`src/rtl/debounce_multi.sv`:
```
// debounce_multi: per-channel synchroniser, stability counter and debounced
// level for CH push buttons. It also produces one-cycle press, release and
// long-press event pulses. All outputs are registered.
module debounce_multi #(
   parameter int CH          = 4,
   parameter int DB_CYCLES   = 1024,
   parameter int LONG_CYCLES = 500000,
   parameter bit ACTIVE_HIGH = 1'b1
) (
   input  logic          clk,
   input  logic          reset,
   input  logic [CH-1:0] button_in,
   output logic [CH-1:0] DB_out,
   output logic [CH-1:0] press_pulse,
   output logic [CH-1:0] release_pulse,
   output logic [CH-1:0] long_pulse,
   output logic          any_active
);

   localparam int CW = $clog2(DB_CYCLES + 1);
   localparam int LW = $clog2(LONG_CYCLES + 1);

   localparam logic [CW-1:0] DB_MAX   = CW'(DB_CYCLES);
   localparam logic [CW-1:0] CNT_ONE  = CW'(1);
   localparam logic [LW-1:0] LONG_MAX = LW'(LONG_CYCLES);
   localparam logic [LW-1:0] LONG_PRE = LW'(LONG_CYCLES - 1);
   localparam logic [LW-1:0] LCNT_ONE = LW'(1);

   logic [CH-1:0] pin_norm;
   logic [CH-1:0] sync1;
   logic [CH-1:0] sync2;
   logic [CH-1:0] stable;
   logic [CH-1:0] change;
   logic [CH-1:0] db_next;
   logic [CH-1:0] press_next;
   logic [CH-1:0] release_next;
   logic [CH-1:0] long_next;
   logic [CW-1:0] cnt  [CH];
   logic [LW-1:0] lcnt [CH];

   // Normalise so that 1 always means "pressed" downstream.
   assign pin_norm = ACTIVE_HIGH ? button_in : ~button_in;

   // Decide per channel whether the debounced level flips this edge.
   // A flip also requires the synchroniser pair to still agree at the
   // deciding edge. Without that check, a pin pulse one cycle shorter
   // than the minimum width could slip through on a saturated counter.
   // A release that lands on the saturating edge of the long counter
   // suppresses the long pulse.
   always_comb begin
      stable       = '0;
      change       = '0;
      long_next    = '0;
      for (int i = 0; i < CH; i++) begin
         stable[i] = (sync1[i] == sync2[i]);
         change[i] = stable[i] && (cnt[i] == DB_MAX) && (sync2[i] != DB_out[i]);
      end
      db_next      = DB_out ^ change;
      press_next   = change & sync2;
      release_next = change & ~sync2;
      for (int i = 0; i < CH; i++) begin
         long_next[i] = DB_out[i] && (lcnt[i] == LONG_PRE) && !release_next[i];
      end
   end

   // Two-flop synchroniser plus saturating stability and long-press counters.
   always_ff @(posedge clk) begin
      if (reset) begin
         sync1 <= '0;
         sync2 <= '0;
         for (int i = 0; i < CH; i++) begin
            cnt[i]  <= '0;
            lcnt[i] <= '0;
         end
      end else begin
         sync1 <= pin_norm;
         sync2 <= sync1;
         for (int i = 0; i < CH; i++) begin
            if (!stable[i]) begin
               cnt[i] <= '0;
            end else if (cnt[i] < DB_MAX) begin
               cnt[i] <= cnt[i] + CNT_ONE;
            end
            if (!DB_out[i]) begin
               lcnt[i] <= '0;
            end else if (lcnt[i] < LONG_MAX) begin
               lcnt[i] <= lcnt[i] + LCNT_ONE;
            end
         end
      end
   end

   // Register the debounced levels, the event pulses and the activity flag.
   always_ff @(posedge clk) begin
      if (reset) begin
         DB_out        <= '0;
         press_pulse   <= '0;
         release_pulse <= '0;
         long_pulse    <= '0;
         any_active    <= 1'b0;
      end else begin
         DB_out        <= db_next;
         press_pulse   <= press_next;
         release_pulse <= release_next;
         long_pulse    <= long_next;
         any_active    <= |db_next;
      end
   end

endmodule

```
`config.mk`:
```
export PLATFORM = sky130hd
export DESIGN_NAME = debounce_multi
export DESIGN_NICKNAME = d
export VERILOG_FILES = /design/src/rtl/debounce_multi.sv
export SDC_FILE = /design/constraint.sdc
export NUM_CORES = 1
export LEC_CHECK = 0
export ABC_AREA = 1
export BUFFER_PORTS_ARGS = -buffer_cell sky130_fd_sc_hd__buf_2
export CORE_UTILIZATION = 45
export CTS_BUF_LIST = sky130_fd_sc_hd__clkbuf_2
export CTS_CLUSTER_DIAMETER = 150
export DETAILED_ROUTE_END_ITERATION = 10
export GPL_TIMING_DRIVEN = 0
export SLEW_MARGIN = 20
export SYNTH_ARGS = -nofsm -noshare
export SYNTH_HDL_FRONTEND = slang
export SYNTH_SLANG_ARGS = --single-unit
```
`constraint.sdc`:
```
create_clock -name clk -period 5.15 [get_ports clk]
set_input_delay 1.03 -clock clk [delete_from_list [all_inputs] [get_ports clk]]
set_output_delay 1.03 -clock clk [all_outputs]
set_load 0.05 [all_outputs]
```
* After elaboration in Yosys (flattened, before gate mapping)
Memories as Yosys holds them, arrays and structs flattened. Index checks and enable logic that the tools add are counted.
Cells by class: add/sub/neg operators 8, multiply operators 0, div/mod/pow operators 0, magnitude comparators 8, equal/unequal tests 16, shift operators 0, mux-type cells 74, bitwise logic cells 20, reductions and logical operators 21
Operators by type and width (count):
- $mux 19 | 8
- $mux 11 | 8
- $add 19x1->19 const B | 4
- $eq 19x19->1 const B | 4
- $lt 19x19->1 const B | 4
- $mux 1 | 58
- $add 11x1->11 const B | 4
- $eq 11x11->1 const B | 4
- $lt 11x11->1 const B | 4
- $logic_and 1x1->1 | 16
- $or 1x1->1 | 16
- $and 4x4->4 | 2
- $eq 1x1->1 | 4
- $logic_not 1->1 | 4
- $ne 1x1->1 | 4
- $not 4->4 | 1
- $reduce_or 4->1 | 1
- $xor 4x4->4 | 1
Storage, ports and cells: bits in registers 25, bits in latches 0, bits in writable memories 120, ROM bits 0, input bits 6, output and inout bits 17, word-level logic and storage cells 156, memories kept 2
Memories:
- lcnt | depth 4, bits a word 19, rd ports 4, clocked after Yosys merged registers in 0, wr ports 4, RTL line 39 | logic [LW-1:0] lcnt [CH];
- cnt | depth 4, bits a word 11, rd ports 4, clocked after Yosys merged registers in 0, wr ports 4, RTL line 38 | logic [CW-1:0] cnt [CH];

* Longest topological paths before layout
word-level depth 6, depth in mapped cells 12, gate-level depth less buffers 12

* Worst setup path after synthesis
OpenSTA, ideal clock, no wires.
path kind input to register, from input port reset, to memory lcnt[2][0] in the netlist's numbering (enable), library setup time 0.447 ns, arrival time 2.014 ns, data required time 4.703 ns, setup slack 2.689 ns, stages on the path 5, buffers on the path 2, path through buf_2 > nor2_1 > nand3_1 > buf_2 > nand3_1
RTL lines:
- from (decl) | RTL line 11 | input logic reset,
- to (decl) | RTL line 39

* Worst setup path in the final report
from register DB_out[1], to output port DB_out[1]
RTL lines:
- from (decl) | RTL line 13 | output logic [CH-1:0] DB_out,
- from (signal assigned) | RTL line 102 | DB_out <= db_next;
No word-level cell between the ends.

==> metrics.cfg <==
[finish]
drive_gt1_frac=0.1202
utilization=0.5037
fillers=1669
multi_input_area_sq_um=3422
seq_area_sq_um=4104
fin_nets=1045
fin_cells=1266
area_delta_synth_final_pct=8.413

[place]
placed_cells=1233
dp_hpwl_mm=11.58
gp_congestion=0.8412
portBuffers=22
dp_slack_ps=1869

[grt]
top_usage_layer=met2
grt-ovfl-total=0
grt_max_degree=20
use_met2=0.3026
antenna_found_initial=1
met3_usage=0.03318
grt_usage=0.1840
grt_pass1_wl_mm=26.85
grt_pass1_vias=5858
met1_usage=0.2412

[yosys]
synth_top_area_share=0.4438
ys_seq_elements=145
yosysTopAreaCell=edfxtp_1
synthArstFlopShare=0
synthesis.nets=1004
synthTopCellsByArea=edfxtp_1, nand2_1, nor2_1, inv_1, dfxtp_1
synth-edff-count=120
synth_area_per_cell_sq_um=8.236
ys_seq_area_frac=0.5054
synthFlopType=edfxtp_1
synth_most_common_cell=nand2_1
syn_inst=986
ys_types=36
ys_top_cells_by_count=nand2_1, nor2_1, inv_1, edfxtp_1, nand3_1
syn_area_sq_um=8120
yosys_warnings=0

[clock_tree]
path_clk_slew_ps=220
cts_tree=yes
htree_levels=4
holdBufCountCts=0
cts_resized=0
cts_buffer_depth=2
cts_buffers=17
cts_sinks=145
root_buffer=clkbuf_2
clkLatencyLatePin_ps=730
cts_setup_buffers=0

[timing]
holdWs_ps=450.8
maxSlewHeadroom=0.3654
period_share=0.4845
setup_tns_ps=0
tightest_slew_ps=949.3
maxSlewViolCount=0
grt_setup_unrepaired=no
skew_ps=41.56
fin_crit_ps=2495
hold_viol_final=0
finalSetupViolCount=0
fin_ws_ps=2655
fmaxAchievable_mhz=400.8

[critical_path]
cp_max_fo=3
critPathLaunchType=flip-flop
reg2reg_from=lcnt[2][16]
arrival_ps=1470
worst_r2r_path_depth=8
criticalPathCategory=reg -> out
worstPathRequired_ps=4120
r2r_end=lcnt[2][15]
crit_slowest_cell=dfxtp_1
path_delay_family=flip-flops
r2r_setup_slack_ps=2720
startpoint=DB_out[1]
endpoint=DB_out[1]
cp.depth=1
crit_chain=buf_2
endpoint_kind=output port
crit_buf_inv=1
max_stage_delay_ps=450

[floorplanning]
die_h_um=136.3
core-area_sq_um=17480
start_util=0.4646
die_area_sq_um=18590
die_x_um=136.3
fp-row-count=48
ios=23

[min_path]
hold_class=reg -> reg
hold_start=sync1[0]
whs_path_depth=2

[power_and_ir_drop]
comb_power_share=0.023
powerDensity_nw_per_um2=239.9
seqPwrFrac=0.601
intPower_w=0.001647
sw_frac_of_total=0.2202
p_sw_w=0.0004650
clockPowerShare=0.376
ir_drop_v=0.0001185
power.leakage_nw=3.281

[outcome]
outcome=complete, no violations

[route]
final_antenna_net_count=0
vias=6309
routed_wl_mm=16.24
viasPerCell=4.983
drc=0
drt-initial-drc-count=442
wl_per_cell_um=12.83
drtPass1Iterations=5

[flow_run]
cap_viol_max_count=0

## through the flow
stage          total power (W)  cell area (sq um)
2_1_floorplan         0.001328               8120
3_3_place_gp          0.001343               8512
3_5_place_dp          0.001344               8512
4_1_cts               0.002134               8801
5_1_grt               0.002182               8803
6_report              0.002112               8803
## cell families (layout without fill, tap and decap cells)
| family | count (synthesis) | in the layout | share of synthesized area |
|---|---|---|---|
| simple gates | 579 | 579 | 0.3276 |
| flops | 145 | 145 | 0.5054 |
| fa+ha+maj | 12 | 12 | 0.01849 |
| other cells | 0 | 1 | 0 |
| buf+inv | 152 | 206 | 0.07319 |
| xor+xnor | 26 | 26 | 0.02804 |
| compound gates | 72 | 72 | 0.04730 |
## worst min-delay path by stage
stage,to,slack (ps)
3_5_place_dp,sync2[0],430
5_1_grt,sync1[1],410
6_report,sync2[0],450
4_1_cts,sync1[1],420
3_3_place_gp,sync2[0],430
2_1_floorplan,sync2[0],420
## per-layer routing
metal  share of wire  wire length, um
met3           0.030              489
met4           0.014              223
met1            0.49             7999
met5               0                0
met2            0.46             7526
## power groups by stage
stage	Combinational [W]	Sequential (W)	Clock [W]
floorplan	0.0000347	0.00129	0
global placement	0.0000478	0.00130	0
detailed placement	0.0000488	0.00130	0
CTS	0.0000489	0.00127	0.000815
global route	0.0000563	0.00127	0.000854
finish	0.0000481	0.00127	0.000794
## flip-flops by register name, indices dropped and copies added (netlist names)
name           cells
sync1              4
press_pulse        4
release_pulse      4
long_pulse         4
sync2              4
DB_out             4
any_active         1
cnt               44
lcnt              76
## layout by cell type (no fill, tap or decap), types with 8 or more instances in the layout
master and count:
nor2_1 169, nor2_2 14, clkbuf_2 20, nand2_1 217
inv_1 134, dfxtp_1 25, a21oi_1 47, nand3_1 62
ha_1 12, or2_2 8, nand4_1 30, xor2_1 21
edfxtp_1 120, o21ai_0 17, nor3_1 34, buf_2 29
## final cells by class
type,instances,share of cell area
tap,225,0.03198
antenna,1,0.0002843
timing repair buffer,22,0.01251
buffer,10,0.006964
inverter,142,0.06055
clock buffer,20,0.01137
multi-input combinational,689,0.3887
clock inverter,12,0.02146
sequential,145,0.4662
Note: power is estimated with default switching activity, not from simulation.
